--- src/rtl/collision_scan_mux.sv ---
// Registered N:1 collision-bit selector with a one-bit-per-clock scan engine.
// Scan reports hit flag, lowest set index and population count of a snapshot.
module collision_scan_mux #(
  parameter int DATAWIDTH_SELECTOR = 4,
  parameter int DATAWIDTH_DATA     = 16
) (
  input  logic                          ColScan_CLOCK_50,
  input  logic                          ColScan_RESET_InHigh,
  input  logic                          ColScan_Mode_In,
  input  logic                          ColScan_Start_In,
  input  logic [DATAWIDTH_SELECTOR-1:0] ColScan_Select_Bus_In,
  input  logic [DATAWIDTH_DATA-1:0]     ColScan_Data_Bus_In,
  output logic                          ColScan_Z_Bit_Out,
  output logic                          ColScan_Busy_Out,
  output logic                          ColScan_Done_Out,
  output logic                          ColScan_Hit_Out,
  output logic [DATAWIDTH_SELECTOR-1:0] ColScan_Index_Bus_Out,
  output logic [DATAWIDTH_SELECTOR:0]   ColScan_Count_Bus_Out
);

  localparam int SW = DATAWIDTH_SELECTOR;
  localparam int N  = DATAWIDTH_DATA;
  localparam int P  = 2 ** SW;

  localparam logic [SW-1:0] LAST    = SW'(N - 1);
  localparam logic [SW-1:0] IDX_ONE = SW'(1);
  localparam logic [SW:0]   CNT_ONE = (SW + 1)'(1);

  typedef enum logic [1:0] {
    IDLE,
    SCAN,
    DONE
  } state_t;

  state_t state_q, state_d;

  logic [N-1:0]  snap_q, snap_d;
  logic [SW-1:0] idx_q, idx_d;
  logic [SW-1:0] index_q, index_d;
  logic [SW:0]   count_q, count_d;
  logic          hit_q, hit_d;
  logic          z_q, z_d;

  // Zero-padded to the full select range so an out-of-range select reads 0.
  logic [P-1:0] live_pad;
  logic [P-1:0] snap_pad;
  logic         scan_bit;

  assign live_pad = P'(ColScan_Data_Bus_In);
  assign snap_pad = P'(snap_q);
  assign scan_bit = snap_pad[idx_q];

  always_ff @(posedge ColScan_CLOCK_50) begin
    if (ColScan_RESET_InHigh) begin
      state_q <= IDLE;
      snap_q  <= '0;
      idx_q   <= '0;
      index_q <= '0;
      count_q <= '0;
      hit_q   <= 1'b0;
      z_q     <= 1'b0;
    end else begin
      state_q <= state_d;
      snap_q  <= snap_d;
      idx_q   <= idx_d;
      index_q <= index_d;
      count_q <= count_d;
      hit_q   <= hit_d;
      z_q     <= z_d;
    end
  end

  always_comb begin
    state_d = state_q;
    snap_d  = snap_q;
    idx_d   = idx_q;
    index_d = index_q;
    count_d = count_q;
    hit_d   = hit_q;
    z_d     = live_pad[ColScan_Select_Bus_In];

    unique case (state_q)
      IDLE: begin
        if (ColScan_Mode_In && ColScan_Start_In) begin
          state_d = SCAN;
          snap_d  = ColScan_Data_Bus_In;
          idx_d   = '0;
          index_d = '0;
          count_d = '0;
          hit_d   = 1'b0;
        end
      end
      SCAN: begin
        if (scan_bit) begin
          count_d = count_q + CNT_ONE;
          if (!hit_q) begin
            hit_d   = 1'b1;
            index_d = idx_q;
          end
        end
        if (idx_q == LAST) begin
          state_d = DONE;
        end else begin
          idx_d = idx_q + IDX_ONE;
        end
      end
      DONE: begin
        state_d = IDLE;
      end
      default: begin
        state_d = IDLE;
      end
    endcase
  end

  assign ColScan_Z_Bit_Out     = z_q;
  assign ColScan_Busy_Out      = (state_q == SCAN);
  assign ColScan_Done_Out      = (state_q == DONE);
  assign ColScan_Hit_Out       = hit_q;
  assign ColScan_Index_Bus_Out = index_q;
  assign ColScan_Count_Bus_Out = count_q;

endmodule

--- config.mk ---
export PLATFORM = sky130hd
export DESIGN_NAME = collision_scan_mux
export DESIGN_NICKNAME = d
export VERILOG_FILES = /design/src/rtl/collision_scan_mux.sv
export SDC_FILE = /design/constraint.sdc
export NUM_CORES = 1
export LEC_CHECK = 0
export ABC_AREA = 0
export ABC_CLOCK_PERIOD_IN_PS = 1500
export BUFFER_PORTS_ARGS = -buffer_cell sky130_fd_sc_hd__clkbuf_2
export CAP_MARGIN = 40
export CORE_MARGIN = 8
export CORE_UTILIZATION = 35
export DETAILED_ROUTE_END_ITERATION = 12
export GPL_TIMING_DRIVEN = 0
export PLACE_DENSITY = 0.58
export SLEW_MARGIN = 0
export SYNTH_ARGS = -nofsm -noshare
export SYNTH_HDL_FRONTEND = slang
export SYNTH_SLANG_ARGS = --single-unit
export TNS_END_PERCENT = 1
--- constraint.sdc ---
create_clock -name ColScan_CLOCK_50 -period 1.5 [get_ports ColScan_CLOCK_50]
set_input_delay 0.3 -clock ColScan_CLOCK_50 [delete_from_list [all_inputs] [get_ports ColScan_CLOCK_50]]
set_output_delay 0.3 -clock ColScan_CLOCK_50 [all_outputs]
set_load 0.03 [all_outputs]
### Word-level counts from Yosys, hierarchy flattened

Index checks and enable logic that the tools add are counted.

* register bits: 33
* bits of input ports: 24
* word-level logic and storage cells: 46

* add/sub/neg operators: 2
* order comparisons: 2
* equality and inequality tests: 8
* mux-type cells: 19
* reductions and logical operators: 8

Operators with widths (number)
* 4-bit 2-to-1 mux: 4
* 4-bit case mux with 2 select lines: 2
* 4-bit by 5-bit less-than comparator with 1-bit output (second input constant): 2
* 5-bit 2-to-1 mux: 2
* 5-bit case mux with 2 select lines: 1
* 1-bit binary-select mux with 4-bit select: 2
* 2-bit != test (second input constant): 3
* 3-bit AND reduction: 2
* 5-bit by 1-bit adder with 5-bit output (second input constant): 1
* 4-bit by 1-bit adder with 4-bit output (second input constant): 1
* 4-bit equality test (second input constant): 1
* 1-bit 2-to-1 mux: 4
* 2-bit 2-to-1 mux: 2
* 2-bit by 1-bit != test with 1-bit output (second input constant): 2
* 2-bit case mux with 2 select lines: 1
* 2-bit AND reduction: 2
* 4-bit AND reduction: 1
* 2-bit by 1-bit equality test with 1-bit output (second input constant): 1
* 2-bit equality test (second input constant): 1
* 2-bit logical NOT: 1
* 1-bit case mux with 2 select lines: 1
* 2-bit nonzero test: 1
* 1-bit logical AND: 1

### Depth between registers and ports, before layout

* depth in word-level cells: 4
* gate-level depth with buffers: 6
* mapped depth without buffers: 6

### Least setup slack after synthesis

OpenSTA, ideal clock, no wires.

* path kind: flip-flop to flip-flop
* start point: register idx_q[0]
* end point: register count_q[2] (netlist: ColScan_Count_Bus_Out[2])
* arrival time: 1399 ps
* path slack: -20 ps
* stages on the path, launching flop included: 7
* period minus slack after synthesis: 1520 ps
* path through: dfxtp_1 buf_4 mux2i_1 a22oi_1 and3_2 o21ai_2 mux2_4

* cells in the longest elaborated chain, start to end: 4

Ends and longest elaborated chain
* start: declaration: line 38 `logic [SW-1:0] idx_q, idx_d;`
* start signal: assignment: line 65 `idx_q <= idx_d;`
* 1-bit binary-select mux with 4-bit select: line 51 `assign scan_bit = snap_pad[idx_q];`
* 1-bit 2-to-1 mux (not written as such): line 51
* 2-bit by 1-bit != test with 1-bit output (no line)
* 3-bit AND reduction (no line)
* end signal: assignment: line 67 `count_q <= count_d;`
* end: declaration: line 40 `logic [SW:0] count_q, count_d;`

No other way between the ends. The select of a mux whose other input is x is not followed.
A chain may end at the register's enable or synchronous reset.

### Worst setup path after layout

Same ends and word-level chain as after synthesis.

==> impl_metrics.csv <==
group,metric,value,unit
status,outcome,"finished with violations",
status,violations,"negative setup slack",
yosys,synth-main-ff-cell,"dfxtp_1",
floorplanning,core_region_area,4410,um2
place,dpl-instance-area,1850,um2
power,switching_power,480,uW
global_routing,antenna_found_initial,0,
yosys,syn_nets,208,
setup_path,crit_fanout,7,
clocking,cts_sinks,33,
clocking,cts.clk_slew.worst_paths,0.07,ns
power,ir_worst_vdd,0.395,mV
setup_path,worstSetupPathType,"flop to flop",
place,hpwl,3.04,mm
setup_path,worstReg2RegStart,"idx_q[0]$_SDFFE_PP0P_",
power,cellPowerDensity,913,nW/um2
floorplanning,ioPinCount,37,
sta,slew_viol_final,0,
power,switching_share,0.250,
setup_path,crit_arrival,1.79,ns
yosys,yosysMostFrequentCell,"nand2_1",
min_path,hp-start,"ColScan_Data_Bus_In[6]",
global_routing,grt_pass1_wl,7.11,mm
cells_and_area,layout.cells.non_filler,283,
sta,fin_skew,0.00476,ns
floorplanning,die_area,7040,um2
yosys,synthCells,182,
global_routing,grt_use_total,0.123,
clocking,numCtsBuffers,5,
cells_and_area,diodes,0,
setup_path,startpoint,"idx_q[0]$_SDFFE_PP0P_",
cells_and_area,syn_to_final_growth,30.4,%
min_path,hold_path_end,"snap_pad[6]$_SDFFE_PP0P_",
sta,finalWorstSetupSlack,-0.107,ns
place,place_ws,-0.271,ns
floorplanning,start_util,0.366,
drt,route.detailed.drc,0,
power,pwr-share-comb,0.139,
clocking,postCtsHoldBufs,0,
floorplanning,dieHeight,83.9,um
setup_path,rr_worst_depth,6,
global_routing,grt_max_degree,11,
sta,hold_slack,0.244,ns
sta,relSlewSlack,0.605,
drt,drt-pass1-iter-count,4,
clocking,cts_root_buffer,"clkbuf_8",
job,maxCapViolations,0,
drt,ant_nets,0,
yosys,seq_area_frac_synth,0.409,
min_path,holdPathStages,3,
setup_path,end_kind,"flop",
clocking,cts_tree,"done",
yosys,synthDistinctLibCells,35,
floorplanning,fp.dieW,83.9,um
cells_and_area,fin_nets,256,
place,dp.cells,270,
clocking,cts_max_level,2,
yosys,synth.largest_area_cell,"dfxtp_1",
cells_and_area,fin_util,0.477,
sta,hold_violations,0,
global_routing,grt_overflow,0,
yosys,synth_edf_count,0,
place,io_buffers,36,
yosys,netlist.area_leader.share,0.409,
cells_and_area,num-fill-cells,451,
yosys,synth_seq_cells,33,
global_routing,grt_pass1_vias,1519,
power,intPower,1440,uW
drt,drt-initial-drc-count,49,
yosys,avgSynthCellArea,8.87,um2
sta,rsz0062_at_grt,"true",
sta,tightestPinTransition,0.592,ns
drt,vias,1468,
yosys,synth_area,1610,um2
yosys,yosysWarnings,0,
setup_path,critPathRequiredTime,1.68,ns
yosys,ys_top_cells_by_area,"dfxtp_1 41%, nand2_1 11%, mux2i_1 8.7%, a21oi_1 6.8%, mux4_1 6.5%",
setup_path,r2r_slack,-0.11,ns
yosys,synth-async-reset-ratio,0,
drt,totalWireLength,4.19,mm
yosys,synth_commonest_cells,"46 x nand2_1, 33 x dfxtp_1, 22 x a21oi_1, 14 x mux2i_1, 10 x nor2_1",
sta,setup_viol,8,
min_path,hold_class,"primary input to flop",
power,p_clk_frac,0.379,
drt,viasPerCell,5.19,
cells_and_area,drive_above_1_share,0.385,
setup_path,crit_path_start_kind,"flop",
cells_and_area,post-route-cell-area,2100,um2
sta,fmax,0.622,GHz
clocking,clock_latency,0.29,ns
setup_path,worstReg2RegEnd,"ColScan_Count_Bus_Out[2]$_SDFFE_PP0P_",
drt,routedWlPerCell,14.8,um
sta,fin_crit,1.61,ns
power,p_leak,0.000808,uW
place,gp_congestion,0.732,
power,seq_power_share,0.482,
floorplanning,std_cell_rows,24,
clocking,clockBufferDepth,2,
sta,post-route-period-util,1.07,
## power by group through the flow
stage / registers, uW / logic, uW / clock network [uW]
detailed placement: 942 / 234 / 0
floorplan: 948 / 141 / 0
finish: 926 / 268 / 729
CTS: 925 / 258 / 759
global placement: 942 / 233 / 0
global route: 929 / 293 / 788
## layout by cell type, fill, tap and decap left out, types with 2 or more instances in the layout
master | Yosys | final
nor3b_1 | 2 | 2
nand3_2 | 0 | 4
and3_4 | 0 | 2
nor2b_1 | 4 | 3
clkbuf_1 | 3 | 2
nand3_1 | 8 | 4
mux2i_4 | 0 | 2
clkbuf_2 | 0 | 36
a21oi_1 | 22 | 21
mux2i_2 | 0 | 2
a22oi_2 | 0 | 2
nand2_1 | 46 | 46
o21ai_0 | 2 | 2
clkbuf_4 | 0 | 2
ha_1 | 2 | 2
mux4_2 | 1 | 5
clkbuf_8 | 0 | 7
dfxtp_1 | 33 | 29
dfxtp_2 | 0 | 3
nor2_1 | 10 | 10
a211oi_2 | 0 | 2
or3_1 | 3 | 3
mux2i_1 | 14 | 10
buf_4 | 1 | 7
## repair_timing
item,in CTS,in global routing
setup endpoints to repair,20,23
buffers inserted,7,0
gates cloned,0,0
resized for setup,16,16
hold endpoints to repair,0,0
pin swaps,8,5
## worst max-delay path, stage by stage (launching register included)
cell	delay [ns]
dfxtp_2	0.33
buf_8	0.14
mux2i_4	0.18
a22oi_2	0.23
and3_4	0.26
o21ai_2	0.06
mux2_4	0.29
## final cells by class
cell class,instances,area [um2],share of cell area
Sequential cell,33,668,0.317
Buffer,7,50.0,0.0238
Timing Repair Buffer,43,235,0.112
Inverter,2,7.51,0.00357
Multi-Input combinational cell,138,977,0.464
Clock inverter,1,5.00,0.00238
Tap cell,52,65.1,0.0309
Clock buffer,7,96.3,0.0458
## through the flow
| stage | TNS (ns) | total power (uW) |
|---|---|---|
| 3_5_place_dp | -2.29 | 1180 |
| 5_1_grt | -0.981 | 2010 |
| 3_3_place_gp | -2.65 | 1170 |
| 2_1_floorplan | -0.00305 | 1090 |
| 6_report | -0.369 | 1920 |
| 4_1_cts | -0.312 | 1940 |
## state kept, by name, summed over array words and instances, names as in the netlist
name                   cells
state_q                    2
snap_pad                  16
ColScan_Count_Bus_Out      5
ColScan_Z_Bit_Out          1
ColScan_Index_Bus_Out      4
idx_q                      4
ColScan_Hit_Out            1
## cells by family after synthesis
kind of cell / Yosys count / synth area share
multiplexers: 20 / 0.175
adder cells (fa/ha/maj): 2 / 0.0155
buffers and inverters: 11 / 0.0349
flip-flops: 33 / 0.409
AO/OA/AOI/OAI: 33 / 0.124
XOR/XNOR: 1 / 0.00543
AND/OR/NAND/NOR: 82 / 0.236
## routing by layer
layer / wire [um] / part of all wire / GRT usage / vias up
met2: 1860 / 0.44 / 0.196 / 45
met5: 0 / 0 / 0 / -
met4: 65 / 0.016 / 0.0345 / 0
met1: 1950 / 0.47 / 0.144 / 679
met3: 313 / 0.075 / 0.0566 / 9
li1: - / - / - / 735
## worst max-delay path by stage
stage | to | slack, ns | cells past startpoint
after floorplan | ColScan_Count_Bus_Out[2]$_SDFFE_PP0P_ | -0.003 | 6
after global placement | ColScan_Z_Bit_Out$_SDFF_PP0_ | -0.26 | 4
after detailed placement | ColScan_Z_Bit_Out$_SDFF_PP0_ | -0.27 | 4
after CTS | ColScan_Count_Bus_Out[2]$_SDFFE_PP0P_ | -0.08 | 6
after global routing | ColScan_Count_Bus_Out[2]$_SDFFE_PP0P_ | -0.14 | 6
final | ColScan_Count_Bus_Out[2]$_SDFFE_PP0P_ | -0.11 | 6
(Power assumes the default switching activity.)
